$ cat src/rtl/game_ctrl_pkg.sv
// Shared state encodings and helpers for the breakout game sequencer.
package game_ctrl_pkg;

  localparam int STATE_W = 3;

  typedef enum logic [STATE_W-1:0] {
    ST_IDLE  = 3'd0,
    ST_SERVE = 3'd1,
    ST_PLAY  = 3'd2,
    ST_MISS  = 3'd3,
    ST_OVER  = 3'd4,
    ST_WIN   = 3'd5
  } state_t;

  function automatic int max_int(input int a, input int b);
    return (a > b) ? a : b;
  endfunction

endpackage

$ cat src/rtl/game_ctrl_edge_det.sv
// Rising-edge detector; history resets to 1 so a level held through reset gives no edge.
// Combinational output, one register of history.
module edge_det (
  input  logic clk,
  input  logic rst,
  input  logic level,
  output logic rise
);

  logic prev;

  always_ff @(posedge clk or posedge rst) begin
    if (rst) prev <= 1'b1;
    else     prev <= level;
  end

  assign rise = level & ~prev;

endmodule

$ cat src/rtl/game_ctrl.sv
// Breakout game sequencer: lives/score, frame timer and paddle/ball reset/enable.
// All outputs registered, one cycle after the triggering input.
module game_ctrl
  import game_ctrl_pkg::*;
#(
  parameter int LIVES        = 3,
  parameter int SERVE_FRAMES = 60,
  parameter int MISS_FRAMES  = 90,
  parameter int SCORE_W      = 10,
  parameter int PTS_PER_HIT  = 1
) (
  input  logic               i_clk,
  input  logic               i_rst,
  input  logic               i_ani_stb,
  input  logic               i_btn_start,
  input  logic               i_miss,
  input  logic               i_hit,
  input  logic               i_clear,
  output logic [2:0]         o_state,
  output logic               o_obj_rst,
  output logic               o_animate,
  output logic [2:0]         o_lives,
  output logic [SCORE_W-1:0] o_score
);

  localparam int TW = $clog2(max_int(SERVE_FRAMES, MISS_FRAMES) + 1);
  localparam logic [TW-1:0]      T_SERVE    = TW'(SERVE_FRAMES);
  localparam logic [TW-1:0]      T_MISS     = TW'(MISS_FRAMES);
  localparam logic [TW-1:0]      T_ONE      = TW'(1);
  localparam logic [2:0]         LIVES_INIT = 3'(LIVES);
  localparam logic [SCORE_W:0]   PTS_EXT    = (SCORE_W+1)'(PTS_PER_HIT);

  state_t             state;
  logic [TW-1:0]      timer;
  logic [2:0]         lives;
  logic [SCORE_W-1:0] score;
  logic               obj_rst;
  logic               animate;
  logic               start_edge;
  logic [SCORE_W:0]   score_sum;
  logic [SCORE_W-1:0] score_inc;

  edge_det u_start (
    .clk   (i_clk),
    .rst   (i_rst),
    .level (i_btn_start),
    .rise  (start_edge)
  );

  // Extra carry bit catches overflow so the score pins at all-ones.
  assign score_sum = {1'b0, score} + PTS_EXT;
  assign score_inc = score_sum[SCORE_W] ? {SCORE_W{1'b1}} : score_sum[SCORE_W-1:0];

  always_ff @(posedge i_clk or posedge i_rst) begin
    if (i_rst) begin
      state   <= ST_IDLE;
      obj_rst <= 1'b1;
      animate <= 1'b0;
      lives   <= LIVES_INIT;
      score   <= '0;
      timer   <= '0;
    end else begin
      case (state)
        ST_IDLE: begin
          obj_rst <= 1'b1;
          animate <= 1'b0;
          if (start_edge) begin
            lives <= LIVES_INIT;
            score <= '0;
            timer <= T_SERVE;
            state <= ST_SERVE;
          end
        end
        ST_SERVE: begin
          obj_rst <= 1'b0;
          animate <= 1'b0;
          if (i_ani_stb) begin
            if (timer == T_ONE) begin
              state   <= ST_PLAY;
              animate <= 1'b1;
            end else begin
              timer <= timer - T_ONE;
            end
          end
        end
        ST_PLAY: begin
          obj_rst <= 1'b0;
          animate <= 1'b1;
          if (i_hit) score <= score_inc;
          // Clearing the wall wins even if the ball drops in the same cycle.
          if (i_clear) begin
            state   <= ST_WIN;
            animate <= 1'b0;
          end else if (i_miss) begin
            lives   <= lives - 3'd1;
            timer   <= T_MISS;
            state   <= ST_MISS;
            animate <= 1'b0;
          end
        end
        ST_MISS: begin
          obj_rst <= 1'b0;
          animate <= 1'b0;
          if (i_ani_stb) begin
            if (timer == T_ONE) begin
              if (lives == 3'd0) begin
                state <= ST_OVER;
              end else begin
                state   <= ST_SERVE;
                timer   <= T_SERVE;
                obj_rst <= 1'b1;
              end
            end else begin
              timer <= timer - T_ONE;
            end
          end
        end
        ST_OVER, ST_WIN: begin
          obj_rst <= 1'b0;
          animate <= 1'b0;
          if (start_edge) begin
            lives   <= LIVES_INIT;
            score   <= '0;
            timer   <= T_SERVE;
            obj_rst <= 1'b1;
            state   <= ST_SERVE;
          end
        end
        default: begin
          state   <= ST_IDLE;
          obj_rst <= 1'b1;
          animate <= 1'b0;
        end
      endcase
    end
  end

  assign o_state   = state;
  assign o_obj_rst = obj_rst;
  assign o_animate = animate;
  assign o_lives   = lives;
  assign o_score   = score;

endmodule

$ cat config.mk
export PLATFORM = sky130hd
export DESIGN_NAME = game_ctrl
export DESIGN_NICKNAME = d
export VERILOG_FILES = /design/src/rtl/game_ctrl_pkg.sv /design/src/rtl/game_ctrl_edge_det.sv /design/src/rtl/game_ctrl.sv
export SDC_FILE = /design/constraint.sdc
export NUM_CORES = 1
export LEC_CHECK = 0
export CORE_MARGIN = 2
export CORE_UTILIZATION = 41
export DETAILED_ROUTE_END_ITERATION = 16
export GPL_TIMING_DRIVEN = 0
export SLEW_MARGIN = 20
export SYNTH_ARGS = -nofsm -noshare
export SYNTH_HDL_FRONTEND = slang
export SYNTH_SLANG_ARGS = --single-unit
$ cat constraint.sdc
create_clock -name i_clk -period 3.5 [get_ports i_clk]
set_input_delay 0.875 -clock i_clk [delete_from_list [all_inputs] [get_ports i_clk]]
set_output_delay 0.875 -clock i_clk [all_outputs]
set_load 0.02 [all_outputs]
# Word-level counts from Yosys, hierarchy flattened
# Cells that the tools add are included.
# word_totals
register_bits,26
wordCells,76
# classes
eq_ne,17
n_reduce_logical,11
muxes,36
n_addsub,3
bitwise_logic,2
# op_table
op,n
$mux 7,8
$mux 3,11
$mux 10,3
$pmux 7 s4,1
$pmux 10 s2,1
$ne 2x2->1 const B,8
$pmux 3 s4,1
$add 10x1->11 const B,1
$mux 1,8
$reduce_and 8->1,1
$eq 7x1->1 const B,1
$sub 7x1->7 const B,1
$eq 3x2->1 const B,2
$eq 3x3->1 const B,2
$logic_not 3->1,2
$ne 3x3->1 const B,2
$pmux 3 s2,1
$reduce_and 6->1,1
$reduce_and 4->1,1
$reduce_bool 4->1,1
$reduce_or 2->1,2
$eq 3x1->1 const B,1
$pmux 1 s3,1
$reduce_and 3->1,1
other kinds (7),7

# Depth between registers and ports, before layout
# Gate-level depths: netlist of run 1.
# depth
ltp_word,5
ltp_mapped,7
mapped_depth_nobuf,7

# Hierarchy
# A second synthesis of run 1 with hierarchy kept.
# unflattened
cells_unflattened,179
area_unflattened_um2,1645.3
# modules_own_cells
mod,area_per_inst_um2,cells_per_inst,instances,seq_area_each_um2
game_ctrl,1601.5,176,1,629.4
edge_det,43.8,3,1,26.3

# Worst setup path after synthesis of run 1
# Ideal clock, no wire load.
# synth_path
path_type,register -> register
startpoint,"register lives[0], in the netlist o_lives[0]"
endpoint,register timer[0]
stages_incl_launch_ff,8
setup_slack_ns,1.384
t_arrival_ns,1.988
path_cell_list,dfstp_2 inv_1 ha_1 ha_1 and2b_2 nor4_4 a211oi_4 mux2_1
# synth_via
elab_chain_len,3
# synth_lines
element,line,rtl
start: declaration,game_ctrl.sv:35,logic [2:0] lives;
start signal: assignment,game_ctrl.sv:95,lives <= lives - 3'd1;
$logic_not 3->1,game_ctrl.sv:106,if (lives == 3'd0) begin
$ne 3x3->1 (no line),n/a,
$reduce_and 8->1 (no line),n/a,
end signal: assignment,game_ctrl.sv:82,timer <= timer - T_ONE;
end signal: assignment,game_ctrl.sv:114,timer <= timer - T_ONE;
end: declaration,game_ctrl.sv:34,logic [TW-1:0] timer;
# Every way passes these cells.
# A chain may end at the register's enable or synchronous reset.

# Final worst setup path of run 1
# layout_path
startpoint,input port i_clear
endpoint,register timer[1]
# layout_via
elab_chain_len,2
# layout_lines
element,line,rtl
start: declaration,game_ctrl.sv:18,"input logic i_clear,"
$ne 2x2->1 (no line),n/a,
$reduce_and 8->1 (no line),n/a,
# Every way passes these cells.

==> results of run 1 <==
==> path summary, 6_finish.rpt <==
path	endpoint	start	depth (start not counted)	slack, ps
max	timer[1]	i_clear	5	1140
min	o_lives[1]	o_lives[1]	2	510
max reg2reg	timer[1]	o_lives[0]	7	1290
min reg2reg	o_lives[1]	o_lives[1]	2	510
max in group asynchronous	u_start.prev	i_rst	2	2150
min in group asynchronous	timer[6]	i_rst	2	960
==> logic make-up (layout without fill, tap and decap cells) <==
logic type               Yosys count  count (layout)  synth area share, %
AND/OR/NAND/NOR                   50              50                 18.8
flip-flops                        26              26                 37.8
XOR/XNOR                           1               1                0.506
AO/OA/AOI/OAI                     68              68                 29.5
buffers and inverters             23              51                 6.06
multiplexers                       6               6                 3.68
adder cells (fa/ha/maj)            5               5                 3.61
==> power groups by stage <==
stage,registers (mW),logic [mW],clock network (mW)
floorplan,0.519,0.586,0
detailed placement,0.484,0.865,0
finish,0.479,0.867,0.202
CTS,0.479,0.867,0.205
global placement,0.484,0.848,0
global route,0.492,0.951,0.219
==> layout by cell type, fill, tap and decap left out, types with 4 or more instances in the layout <==
cell type	n
nand2_1	11
a31oi_1	4
a22o_1	7
nand3_1	5
inv_1	15
a21o_1	6
o21ai_0	7
dfstp_2	4
a21oi_1	12
o2bb2ai_1	4
dfrtp_1	22
clkbuf_8	4
ha_1	5
nor2_1	7
clkdlybuf4s50_1	24
==> critical path, cell delays in order <==
cell	delay, ps
clkdlybuf4s50_1	450
and2b_1	250
o21ai_2	120
a211oi_4	460
mux2_1	360
==> per-layer routing <==
layer / global-route usage [%] / share of wire (%)
met1: 24.0 / 47
met2: 28.5 / 46
met3: 2.19 / 6.5
met4: 4.58 / 0.65
met5: 0 / 0
==> state kept, by name, indices dropped and copies added (netlist names) <==
| signal | flops |
|---|---|
| o_obj_rst | 1 |
| o_state | 3 |
| u_start.prev | 1 |
| timer | 7 |
| o_lives | 3 |
| o_score | 10 |
| o_animate | 1 |
==> through the flow <==
step | power, mW | worst slack (ps) | cells | hold WS [ps]
finish | 1.55 | 1140 | 257 | 510
global route | 1.66 | 1080 | 257 | 549
CTS | 1.55 | 1110 | 257 | 512
detailed placement | 1.35 | 824 | 253 | 495
global placement | 1.33 | 836 | 253 | 490
floorplan | 1.10 | 1380 | 179 | 482
==> area by class of cell <==
class | count | area share (%)
multi-input cells | 130 | 46.5
flip-flops and latches | 26 | 31.4
repair buffers | 24 | 11.5
inverters | 17 | 3.11
well taps | 50 | 2.99
clock buffers | 4 | 2.63
plain buffers | 6 | 1.92
==> reports/results.tsv, run 1 <==
metric	value	unit
drt pass-1 iters	4	
worst setup path category	input pin to flop	
DIE AREA	4760	sq um
Critical Path Source Type	input pin	
minimum clock period	2360	ps
cts hold-fix bufs	0	
worst-path fanout max	7	
multi-input logic area	972	sq um
Post-Synthesis Cells	179	
syn avg cell area	9.68	sq um
CTS root buffer	clkbuf_8	
maximum VDD drop	417	uV
final hold vios	0	
Int Pwr	0.884	mW
final instance area	2090	sq um
Max Cap Viol	0	
first-pass GRT wire length	6910	microns
fmax	0.423	GHz
sequential share of power	31.0	%
post-synth top area share	31.8	%
Die Ht	69.0	microns
Via Count	1511	
Worst slew margin	58.1	%
Final Util	51.9	%
number of synthesized register bits	26	
combinational power share	56.0	%
Crit path required time	3670	ps
Lkg Pwr	0.858	nW
clk sink count	26	
Core ar.	4030	sq um
clock share of power	13.0	%
synthesis-to-finish area growth	20.7	%
placed wire-length estimate	3050	microns
Resize count post-CTS	0	
# IOs	25	
Synth area leader	dfrtp_1	
Syn Nets	191	
Post-Syn Area	1730	sq um
clock skew	6.77	ps
Wirelength per Cell	16.1	microns
Setup Fix Bufs, Post-CTS	0	
Distinct cells, synth	61	
GRT overflow	0	
commonest cells in the netlist	22 x dfrtp_1, 16 x inv_1, 12 x a21oi_1, 11 x nand2_1	
Post-synth top flop	dfrtp_1	
initial DRC count	76	
Synth area leaders	dfrtp_1 32%, dfstp_2 6.1%, ha_1 3.6%	
crit share post-route	67.6	%
Post-synth ARST share	100	%
placed inst area	2040	sq um
initial antenna violation count	0	
Post-synth EDFFs	0	
fin. max-slew vios	0	
most common cell in the synthesized netlist	dfrtp_1	
vias in the first global route	1490	
Tot GR Track Use	17.3	%
RSZ-0062 raised after global routing	no	
Net Sw Power	0.665	mW
Synth Warn #	0	
Remaining DRCs	0	
share of cells above drive strength 1	13.0	%
total negative setup slack	0	ps
Least-Margin Pin Slew	626	ps
pwr/cell area	741	nW/um^2
Nets	220	
CTS tree	built	
CTS Buffer Depth	2	
fill cell count	376	
GPL Wtd Cong	0.824	
clock latency at the later pin of the worst-skew pair	270	ps
Final ANT Viol Nets	0	
die width	69.0	microns
Worst Hold Class	flop to flop	
starting density of the core	43.0	%
final wirelength	4130	microns
CP endpoint kind	flop	
register area	656	sq um
Finish-stage setup viols	0	
row cnt	23	
critical path arrival	2530	ps
largest net degree at the start of global routing	27	
outcome	completed	
CTS Buf Count	3	
number of port buffers	24	
Seq/Total Area, Yosys	37.8	%
H-Tree Depth	1	
routed vias/inst	5.88	
Worst-path clk slew	100	ps
Sw Share	42.9	%
number of inserted diodes	0	
No activity file was read; power rests on OpenSTA's default activity.
==> run 2: changes to the inputs <==
- clock period: 3.5 -> 2.4 ns (I/O delays scaled with it)
==> results of run 2 <==
Same layout as run 1 (identical final DEF). Status: completed.
Among the figures that moved: setup slack after placement 824 ps -> -0.654 ps; setup slack after layout 1140 ps -> 185 ps; start point of the critical path i_clear -> o_lives[0]; register-to-register setup slack 1290 ps -> 190 ps; total power 1.55 mW -> 2.26 mW; worst IR drop on VDD 417 uV -> 608 uV
==> run 3: changes to the inputs <==
- ABC_CLOCK_PERIOD_IN_PS: default -> 2400
- CAP_MARGIN: default -> 20
==> results of run 3 <==
Same layout as run 1 (identical final DEF). Status: completed.
Among the figures that moved: setup slack after placement 824 ps -> -0.654 ps; setup slack after layout 1140 ps -> 185 ps; start point of the critical path i_clear -> o_lives[0]; register-to-register setup slack 1290 ps -> 190 ps; total power 1.55 mW -> 2.26 mW; worst IR drop on VDD 417 uV -> 608 uV
